--- config.mk ---
export PLATFORM = sky130hd
export DESIGN_NAME = cr16_uart_loader
export DESIGN_NICKNAME = d
export VERILOG_FILES = /design/src/rtl/cr16_loader_pkg.sv /design/src/rtl/cr16_uart_rx.sv /design/src/rtl/cr16_uart_loader.sv
export SDC_FILE = /design/constraint.sdc
export NUM_CORES = 1
export LEC_CHECK = 0
export ABC_CLOCK_PERIOD_IN_PS = 6900
export BUFFER_PORTS_ARGS = -buffer_cell sky130_fd_sc_hd__buf_2
export CORE_ASPECT_RATIO = 1.5
export CORE_UTILIZATION = 40
export CTS_BUF_LIST = sky130_fd_sc_hd__clkbuf_8
export CTS_CLUSTER_SIZE = 24
export DETAILED_ROUTE_END_ITERATION = 7
export SLEW_MARGIN = 20
export SYNTH_ARGS = -nofsm -noshare
export SYNTH_HDL_FRONTEND = slang
export SYNTH_SLANG_ARGS = --single-unit
--- constraint.sdc ---
create_clock -name I_CLK -period 6.9 [get_ports I_CLK]
set_input_delay 1.38 -clock I_CLK [delete_from_list [all_inputs] [get_ports I_CLK]]
set_output_delay 1.38 -clock I_CLK [all_outputs]
set_load 0.005 [all_outputs]
--- src/rtl/cr16_loader_pkg.sv ---
// Shared types and constants for the CR16 serial boot loader.
package cr16_loader_pkg;

  typedef enum logic [2:0] {
    IDLE    = 3'd0,
    LEN_HI  = 3'd1,
    LEN_LO  = 3'd2,
    DATA_HI = 3'd3,
    DATA_LO = 3'd4,
    CHECK   = 3'd5,
    DONE    = 3'd6,
    ERROR   = 3'd7
  } loader_state_t;

  localparam logic [7:0] P_SYNC_BYTE = 8'hA5;

  // True while a frame is being received; timeout and framing errors only matter here.
  function automatic logic in_frame(input loader_state_t s);
    return s inside {LEN_HI, LEN_LO, DATA_HI, DATA_LO, CHECK};
  endfunction

endpackage

--- src/rtl/cr16_uart_rx.sv ---
// 8N1 UART receiver: two-flop synchronizer, start-bit qualification at mid-bit, mid-bit sampling.
module cr16_uart_rx #(
  parameter int P_CLKS_PER_BIT = 434
) (
  input  logic       I_CLK,
  input  logic       I_NRESET,
  input  logic       I_UART_RX,
  output logic [7:0] O_BYTE,
  output logic       O_BYTE_VALID,
  output logic       O_FRAMING_ERROR
);
  localparam int CW = (P_CLKS_PER_BIT > 2) ? $clog2(P_CLKS_PER_BIT) : 1;
  localparam logic [CW-1:0] HALF = CW'((P_CLKS_PER_BIT - 1) / 2);
  localparam logic [CW-1:0] FULL = CW'(P_CLKS_PER_BIT - 1);

  localparam logic [2:0] RX_IDLE  = 3'd0;
  localparam logic [2:0] RX_START = 3'd1;
  localparam logic [2:0] RX_DATA  = 3'd2;
  localparam logic [2:0] RX_STOP  = 3'd3;
  localparam logic [2:0] RX_BREAK = 3'd4;

  logic [1:0]    sync_q;
  logic [2:0]    st_q, st_d;
  logic [CW-1:0] cnt_q, cnt_d;
  logic [2:0]    bit_q, bit_d;
  logic [7:0]    sh_q, sh_d;
  logic          vld_q, vld_d, ferr_q, ferr_d;
  logic          rx_s;

  assign rx_s = sync_q[1];

  always_comb begin
    st_d   = st_q;
    cnt_d  = cnt_q;
    bit_d  = bit_q;
    sh_d   = sh_q;
    vld_d  = 1'b0;
    ferr_d = 1'b0;
    case (st_q)
      RX_IDLE: if (!rx_s) begin
        st_d  = RX_START;
        cnt_d = '0;
      end
      RX_START: if (cnt_q == HALF) begin
        cnt_d = '0;
        bit_d = '0;
        st_d  = rx_s ? RX_IDLE : RX_DATA;
      end else cnt_d = cnt_q + CW'(1);
      RX_DATA: if (cnt_q == FULL) begin
        cnt_d = '0;
        sh_d  = {rx_s, sh_q[7:1]};
        bit_d = bit_q + 3'd1;
        if (bit_q == 3'd7) st_d = RX_STOP;
      end else cnt_d = cnt_q + CW'(1);
      RX_STOP: if (cnt_q == FULL) begin
        cnt_d  = '0;
        vld_d  = rx_s;
        ferr_d = !rx_s;
        st_d   = rx_s ? RX_IDLE : RX_BREAK;
      end else cnt_d = cnt_q + CW'(1);
      // A low stop bit must not be mistaken for the next start bit.
      RX_BREAK: if (rx_s) st_d = RX_IDLE;
      default: st_d = RX_IDLE;
    endcase
  end

  always_ff @(posedge I_CLK or negedge I_NRESET) begin
    if (!I_NRESET) begin
      sync_q <= 2'b11;
      st_q   <= RX_IDLE;
      cnt_q  <= '0;
      bit_q  <= '0;
      sh_q   <= '0;
      vld_q  <= 1'b0;
      ferr_q <= 1'b0;
    end else begin
      sync_q <= {sync_q[0], I_UART_RX};
      st_q   <= st_d;
      cnt_q  <= cnt_d;
      bit_q  <= bit_d;
      sh_q   <= sh_d;
      vld_q  <= vld_d;
      ferr_q <= ferr_d;
    end
  end

  assign O_BYTE          = sh_q;
  assign O_BYTE_VALID    = vld_q;
  assign O_FRAMING_ERROR = ferr_q;

endmodule

--- src/rtl/cr16_uart_loader.sv ---
// CR16 serial boot loader: loads a framed UART image into BRAM port A, holding the core in reset.
// Build option CR16_LOADER_CHECKSUM_EN adds the trailing XOR checksum byte.
module cr16_uart_loader
  import cr16_loader_pkg::*;
#(
  parameter int P_CLKS_PER_BIT   = 434,
  parameter int P_ADDRESS_WIDTH  = 10,
  parameter int P_TIMEOUT_CYCLES = 2**20
) (
  input  logic                       I_CLK,
  input  logic                       I_NRESET,
  input  logic                       I_UART_RX,
  output logic [15:0]                O_MEM_DATA,
  output logic [P_ADDRESS_WIDTH-1:0] O_MEM_ADDRESS,
  output logic                       O_MEM_WRITE_ENABLE,
  output logic                       O_CPU_NRESET,
  output logic                       O_BUSY,
  output logic                       O_DONE,
  output logic                       O_ERROR,
  output logic [15:0]                O_WORD_COUNT
);
  localparam int TW = $clog2(P_TIMEOUT_CYCLES + 1);
  localparam logic [16:0] LEN_MAX = 17'(2**P_ADDRESS_WIDTH);

  logic [7:0] rx_byte;
  logic       rx_vld, rx_ferr;

  cr16_uart_rx #(.P_CLKS_PER_BIT(P_CLKS_PER_BIT)) u_rx (
    .I_CLK           (I_CLK),
    .I_NRESET        (I_NRESET),
    .I_UART_RX       (I_UART_RX),
    .O_BYTE          (rx_byte),
    .O_BYTE_VALID    (rx_vld),
    .O_FRAMING_ERROR (rx_ferr)
  );

  loader_state_t st_q, st_d;
  logic [15:0]   len_q, len_d, cnt_q, cnt_d, data_q, data_d;
  logic [7:0]    hi_q, hi_d;
  logic          we_q, we_d, busy_q, done_q, err_q;
  logic [TW-1:0] tmo_q;
  logic          sync_ok, tmo_hit;

  assign sync_ok = rx_vld && (rx_byte == P_SYNC_BYTE) && (st_q inside {IDLE, DONE, ERROR});
  assign tmo_hit = in_frame(st_q) && !rx_vld && (tmo_q == TW'(P_TIMEOUT_CYCLES - 1));

`ifdef CR16_LOADER_CHECKSUM_EN
  logic [7:0] chk_q;
  always_ff @(posedge I_CLK or negedge I_NRESET) begin
    if (!I_NRESET) chk_q <= '0;
    else if (sync_ok) chk_q <= '0;
    else if (rx_vld && (st_q inside {LEN_HI, LEN_LO, DATA_HI, DATA_LO})) chk_q <= chk_q ^ rx_byte;
  end
`endif

  always_comb begin
    st_d   = st_q;
    len_d  = len_q;
    hi_d   = hi_q;
    data_d = data_q;
    we_d   = 1'b0;
    // Address and word count advance on the cycle after the strobe.
    cnt_d  = we_q ? cnt_q + 16'd1 : cnt_q;
    case (st_q)
      IDLE, DONE, ERROR: if (sync_ok) begin
        st_d  = LEN_HI;
        cnt_d = '0;
      end
      LEN_HI: if (rx_vld) begin
        len_d[15:8] = rx_byte;
        st_d        = LEN_LO;
      end
      LEN_LO: if (rx_vld) begin
        len_d[7:0] = rx_byte;
        if ({len_q[15:8], rx_byte} == 16'd0)             st_d = CHECK;
        else if ({1'b0, len_q[15:8], rx_byte} > LEN_MAX) st_d = ERROR;
        else                                             st_d = DATA_HI;
      end
      DATA_HI: if (rx_vld) begin
        hi_d = rx_byte;
        st_d = DATA_LO;
      end
      DATA_LO: if (rx_vld) begin
        we_d   = 1'b1;
        data_d = {hi_q, rx_byte};
        st_d   = (cnt_q == len_q - 16'd1) ? CHECK : DATA_HI;
      end
      CHECK: begin
`ifdef CR16_LOADER_CHECKSUM_EN
        if (rx_vld) st_d = (rx_byte == chk_q) ? DONE : ERROR;
`else
        st_d = DONE;
`endif
      end
      default: st_d = IDLE;
    endcase
    if (in_frame(st_q) && (rx_ferr || tmo_hit)) st_d = ERROR;
  end

  always_ff @(posedge I_CLK or negedge I_NRESET) begin
    if (!I_NRESET) begin
      st_q   <= IDLE;
      len_q  <= '0;
      hi_q   <= '0;
      data_q <= '0;
      cnt_q  <= '0;
      we_q   <= 1'b0;
      tmo_q  <= '0;
      busy_q <= 1'b0;
      done_q <= 1'b0;
      err_q  <= 1'b0;
    end else begin
      st_q   <= st_d;
      len_q  <= len_d;
      hi_q   <= hi_d;
      data_q <= data_d;
      cnt_q  <= cnt_d;
      we_q   <= we_d;
      tmo_q  <= (!in_frame(st_q) || rx_vld) ? '0 : (tmo_hit ? tmo_q : tmo_q + TW'(1));
      busy_q <= in_frame(st_d);
      // Status follows the state by one cycle but drops on the accepting edge of a reload.
      done_q <= (st_q == DONE) && !sync_ok;
      err_q  <= (st_q == ERROR) && !sync_ok;
    end
  end

  assign O_MEM_DATA         = data_q;
  assign O_MEM_ADDRESS      = cnt_q[P_ADDRESS_WIDTH-1:0];
  assign O_MEM_WRITE_ENABLE = we_q;
  assign O_WORD_COUNT       = cnt_q;
  assign O_CPU_NRESET       = done_q;
  assign O_DONE             = done_q;
  assign O_ERROR            = err_q;
  assign O_BUSY             = busy_q;

endmodule

---- After elaboration in Yosys (flattened, before gate mapping) ----
Cells that the tools add are included.
storage, ports and cells
  bits in registers ....................... 111
  input port bits ......................... 3
  word-level logic and storage cells ...... 121
cells by class
  order comparisons ....................... 1
  equal/unequal tests ..................... 29
  add/sub/neg operators ................... 5
  reductions and logical operators ........ 31
  muxes and demuxes ....................... 37
operators with widths
  operator               number
  $mux 3                 18
  $mux 16                3
  $mux 21                2
  $mux 9                 3
  $pmux 9 s3             1
  $eq 3x3->1 const B     8
  $add 21x1->21 const B  1
  $eq 21x20->1 const B   1
  $eq 3x2->1 const B     6
  $pmux 3 s6             1
  $add 16x1->16 const B  1
  $eq 16x16->1           1
  $gt 16x11->1 const B   1
  $logic_not 16->1       1
  $sub 16x1->16 const B  1
  $pmux 3 s5             1
  $ne 2x1->1 const B     6
  $reduce_and 2->1       6
  $reduce_bool 5->1      2
  $add 9x1->9 const B    1
  $eq 3x1->1 const B     3
  $eq 9x8->1 const B     1
  $eq 9x9->1 const B     1
  $eq 8x8->1 const B     1
  other kinds (15)       32

---- Depth between registers and ports, before layout ----
  depth in word-level cells ............... 9
  mapped depth ............................ 11
  depth with buffers taken out ............ 10

---- Modules after synthesis ----
Synthesis repeated with hierarchy kept, for this count alone.
unflattened totals
  cells, all modules ...................... 522
  area, all modules ....................... 5535.3 sq um
modules (own cells, without submodules)
  module            instances  cells each  area each (sq um)
  cr16_uart_loader  1          399         4239.1
  cr16_uart_rx      1          123         1296.2

---- Worst setup path before layout ----
No wires, ideal clock.
  path kind ............................... register -> register
  start point ............................. reg len_q[0]
  end point ............................... reg busy_q, in the netlist O_BUSY
  period minus slack after synthesis ...... 2.381 ns
  cell stages (with the launch flop) ...... 11
  data arrival time ....................... 2.261 ns
  path buffers ............................ 0
  path slack .............................. 4.519 ns
  cells stage by stage .................... dfrtp_1 inv_1 ha_1 nor3b_2 or3_1 a221oi_2 nor3_2 nor4_4 o21a_2 nand3_1 o211a_1
on the way
  longest elaborated chain between the ends .. 8
  elaborated cells on any way between the ends .. 12
  classes of those cells .................. add/sub (1); eq/ne (6); mux (4); reduce/logical (1)
RTL lines
  item                                line                     source
  from (decl)                         cr16_uart_loader.sv:38   logic [15:0] len_q, len_d, cnt_q, cnt_d, data_q, data_d;
  from (signal assigned)              cr16_uart_loader.sv:114  len_q <= len_d;
  $sub 16x1->16 (*)                   cr16_uart_loader.sv:86   st_d = (cnt_q == len_q - 16'd1) ? CHECK : DATA_HI;
  $eq 16x16->1 (*)                    cr16_uart_loader.sv:86
  $mux 3 (*)                          cr16_uart_loader.sv:86
  $mux 3 (*)                          cr16_uart_loader.sv:83   DATA_LO: if (rx_vld) begin
  $pmux 3 s6 (*)                      cr16_uart_loader.sv:64   case (st_q)
  $mux 3 (*)                          cr16_uart_loader.sv:97   if (in_frame(st_q) && (rx_ferr || tmo_hit)) st_d = ERROR;
  $eq 3x1->1 (tied with other cells)  cr16_loader_pkg.sv:19    return s inside {LEN_HI, LEN_LO, DATA_HI, DATA_LO, CHECK};
  $reduce_bool 5->1 (*)               cr16_loader_pkg.sv:19
  to (signal assigned)                cr16_uart_loader.sv:120  busy_q <= in_frame(st_d);
  to (decl)                           cr16_uart_loader.sv:40   logic we_q, we_d, busy_q, done_q, err_q;
Mark *: on every way between the ends. The rest lies on a longest branch, timed or not.
A chain may end at the register's enable or synchronous reset.

---- Worst setup path in the final report ----
Same ends and word-level chain as after synthesis.

==> results.cfg <==
[timing]
slew_headroom_pct = 31.5
fmax_mhz = 371
finalCritPeriodShare_pct = 39.1
setup_tns_ns = 0
layout_min_cycle_time_ns = 2.70
rsz0062_at_grt = false
layout_setup_ws_ns = 4.20
finalHoldViolCount = 0
worst_slew_pin_slew_ns = 1.02
finalMaxSlewViolations = 0
setup_viol = 0
finalClockSkew_ns = 0.00972

[clock_tree]
cts_root_buffer = clkbuf_8
post_cts_buffers = 0
hold_buffers = 0
cts.clk_slew.worst_paths_ns = 0.10
cts_sinks = 111
clockBufferDepth = 2
cts_resized = 0
tritoncts = done
clk_latency_ns = 0.38
htree_levels = 3
cts_made_buffers = 9

[run]
maxCapViolCount = 0

[logic_synthesis]
synthFlopType = dfrtp_1
seq_area_frac_synth_pct = 49.3
syn_avg_cell_area_um2 = 10.5
synth.most_common_cell = dfrtp_1
ys_ff_latch = 111
ys_types = 53
async_flop_share_pct = 100
yosysTopAreaCell = dfrtp_1
ys_top_cells_by_area = dfrtp_1, mux2_2, xor2_1
yosys_warnings = 0
yosysTopAreaCellShare_pct = 48.4
syn-cell-area_um2 = 5640
synth_edf_count = 0
netlist_top_cells_count = dfrtp_1, nor2_1, mux2_2
syn_nets = 550
synthCells = 539

[placement]
dpl.hpwl_mm = 8.46
gp_congestion = 0.791
pre_cts_ws_ns = 4.13
port_buffers = 49

[floorplan]
dieWidth_um = 98.9
initial_core_util_pct = 41.5
die_area_um2 = 14600
rows = 52
fp.dieH_um = 147
pin_count = 50
core_um2 = 13600

[global_routing]
use_met1_pct = 19.6
grt_max_degree = 81
grt-busiest-layer = met2
grt_pass1_wl_mm = 19.8
grt_use_total_pct = 17.2
use_met3_pct = 2.84
antenna_found_initial = 0
overflow = 0
grt_pass1_vias = 4006
grt_util_met2_pct = 30.8

[critical_path]
r2r_cells = 10
r2r_end = O_BUSY
crit_required_ns = 7.18
crit_path_end = O_BUSY
crit_fanout = 9
crit_path_end_kind = flip-flop
startpoint = len_q[0]
reg2reg_slack_ns = 4.20
regToRegStartpoint = len_q[0]
worstSetupStartpointType = flip-flop
crit_slowest_cell = dfrtp_1
crit_cells = 10
path_class = reg -> reg
cpLargestDelayFamily = simple AND/OR/NAND/NOR gates
arrival_ns = 2.98
worst_path_largest_cell_delay_ns = 0.47
worstPathBufferInverterCount = 1
crit_chain = inv_1, ha_1, nor3b_2, or3_1, a221oi_2, nor3_2, nor4_4, o21a_2, nand3_1, o211a_1

[detailed_routing]
routed_wirelength_mm = 11.5
route.detailed.drc = 0
drt_iter0_drc = 165
postRouteAntennaNets = 0
vias = 4028
wl_per_cell_um = 15.6
firstDrtPassIters = 5
vias_per_cell = 5.47

[pwr]
clockPowerShare_pct = 35.9
p_seq_share_pct = 62.7
switchingPower_uw = 235
peakVddDrop_v = 0.0000789
p_comb_share_pct = 1.4
pwr_density_cell_nw_per_um2 = 169
finalPower_uw = 1040
cellLeakagePower_uw = 0.00297
intPower_uw = 804
switching_share_pct = 22.6

[worst_hold_path]
hold_class = reg -> reg

[cells_and_area]
multi_input_area_um2 = 2630
syn2layout_area_growth_pct = 8.88
n_antenna_cell = 0
register_area_um2 = 2780
drive_gt1_share_pct = 22.6
nNetsFinal = 581
fillers = 1265

[outcome]
run_status = finished clean
[layer usage]
metal / vias to the layer above / part of all wire [%] / routed length (um)
li1: 1943 / - / -
met5: - / 0 / 0
met4: 0 / 2.7 / 306
met3: 25 / 3.1 / 359
met2: 69 / 54 / 6240
met1: 1991 / 40 / 4620
[through the flow]
step / util (%) / hold slack [ns] / area (um2) / std cells
4_1_cts: 45.0 / 0.362 / 6120 / 736
5_1_grt: 45.1 / 0.366 / 6140 / 737
2_1_floorplan: - / 0.345 / 5640 / 539
6_report: 45.1 / 0.360 / 6140 / 737
3_3_place_gp: 43.6 / 0.347 / 5930 / 720
3_5_place_dp: 43.6 / 0.347 / 5930 / 720
[worst min-delay path by stage]
stage,from,end,slack (ns),depth (start not counted)
finish,u_rx.sync_q[0],u_rx.sync_q[1],0.36,0
global route,u_rx.sync_q[0],u_rx.sync_q[1],0.37,0
CTS,u_rx.sync_q[0],u_rx.sync_q[1],0.36,0
detailed placement,u_rx.sync_q[0],u_rx.sync_q[1],0.35,0
global placement,u_rx.sync_q[0],u_rx.sync_q[1],0.35,0
floorplan,u_rx.sync_q[0],u_rx.sync_q[1],0.35,0
[power groups by stage]
stage / sequential, uW / combinational [uW] / clock, uW
final: 652 / 14.8 / 373
after global routing: 652 / 18.0 / 411
after CTS: 652 / 14.9 / 386
after detailed placement: 664 / 14.8 / 0
after global placement: 664 / 14.4 / 0
after floorplan: 664 / 0.446 / 0
[sequential cells by signal (all words and copies together), names as in the netlist, 2 cells and up]
name          cells
tmo_q            21
O_MEM_DATA       16
O_WORD_COUNT     16
len_q            16
u_rx.cnt_q        9
hi_q              8
u_rx.O_BYTE       8
st_q              3
u_rx.bit_q        3
u_rx.st_q         3
u_rx.sync_q       2
[worst register-to-register path, cell delays in order (launching register included)]
cell      delay [ns]
dfrtp_1         0.47
inv_1           0.09
ha_1            0.23
nor3b_2         0.22
or3_1           0.35
a221oi_2        0.31
nor3_2          0.10
nor4_4          0.42
o21a_2          0.20
nand3_1         0.07
o211a_1         0.15
[cell type report]
cell class	count	area share, %
sequential	111	45.3
multi-input combinational	381	42.9
timing repair buffer	52	4.61
tap	162	3.30
clock buffer	11	2.47
inverter	15	0.917
clock inverter	5	0.530
[cells by family (layout without fill, tap and decap cells)]
kind of cell | Yosys count | after routing | share of synthesized area, %
AND/OR/NAND/NOR | 206 | 206 | 19.5
flip-flops | 111 | 111 | 49.3
AO/OA/AOI/OAI | 68 | 68 | 7.94
XOR/XNOR | 50 | 50 | 7.77
multiplexers | 49 | 49 | 9.70
buffers and inverters | 47 | 83 | 3.99
adder cells (fa/ha/maj) | 8 | 8 | 1.78
[cells in the final DEF, fill, tap and decap left out, types with 3 or more instances in the layout]
cell type	n
dfrtp_1	109
nor2_1	61
buf_2	48
mux2_2	45
nand2_1	39
o21ai_0	30
xor2_1	29
nand3_1	25
xnor2_1	21
inv_1	16
nand4_1	15
nor3_1	11
clkbuf_8	11
a21oi_1	9
and3_1	9
ha_1	8
a31oi_1	7
or3_1	7
nor4_1	5
mux2i_1	4
o31ai_1	4
nand4b_1	4
and2_1	3
a311oi_1	3
nand2b_1	3
nor2b_1	3
o41ai_1	3
nor4_4	3
buf_4	3
Power figures use the tool's default switching activity.
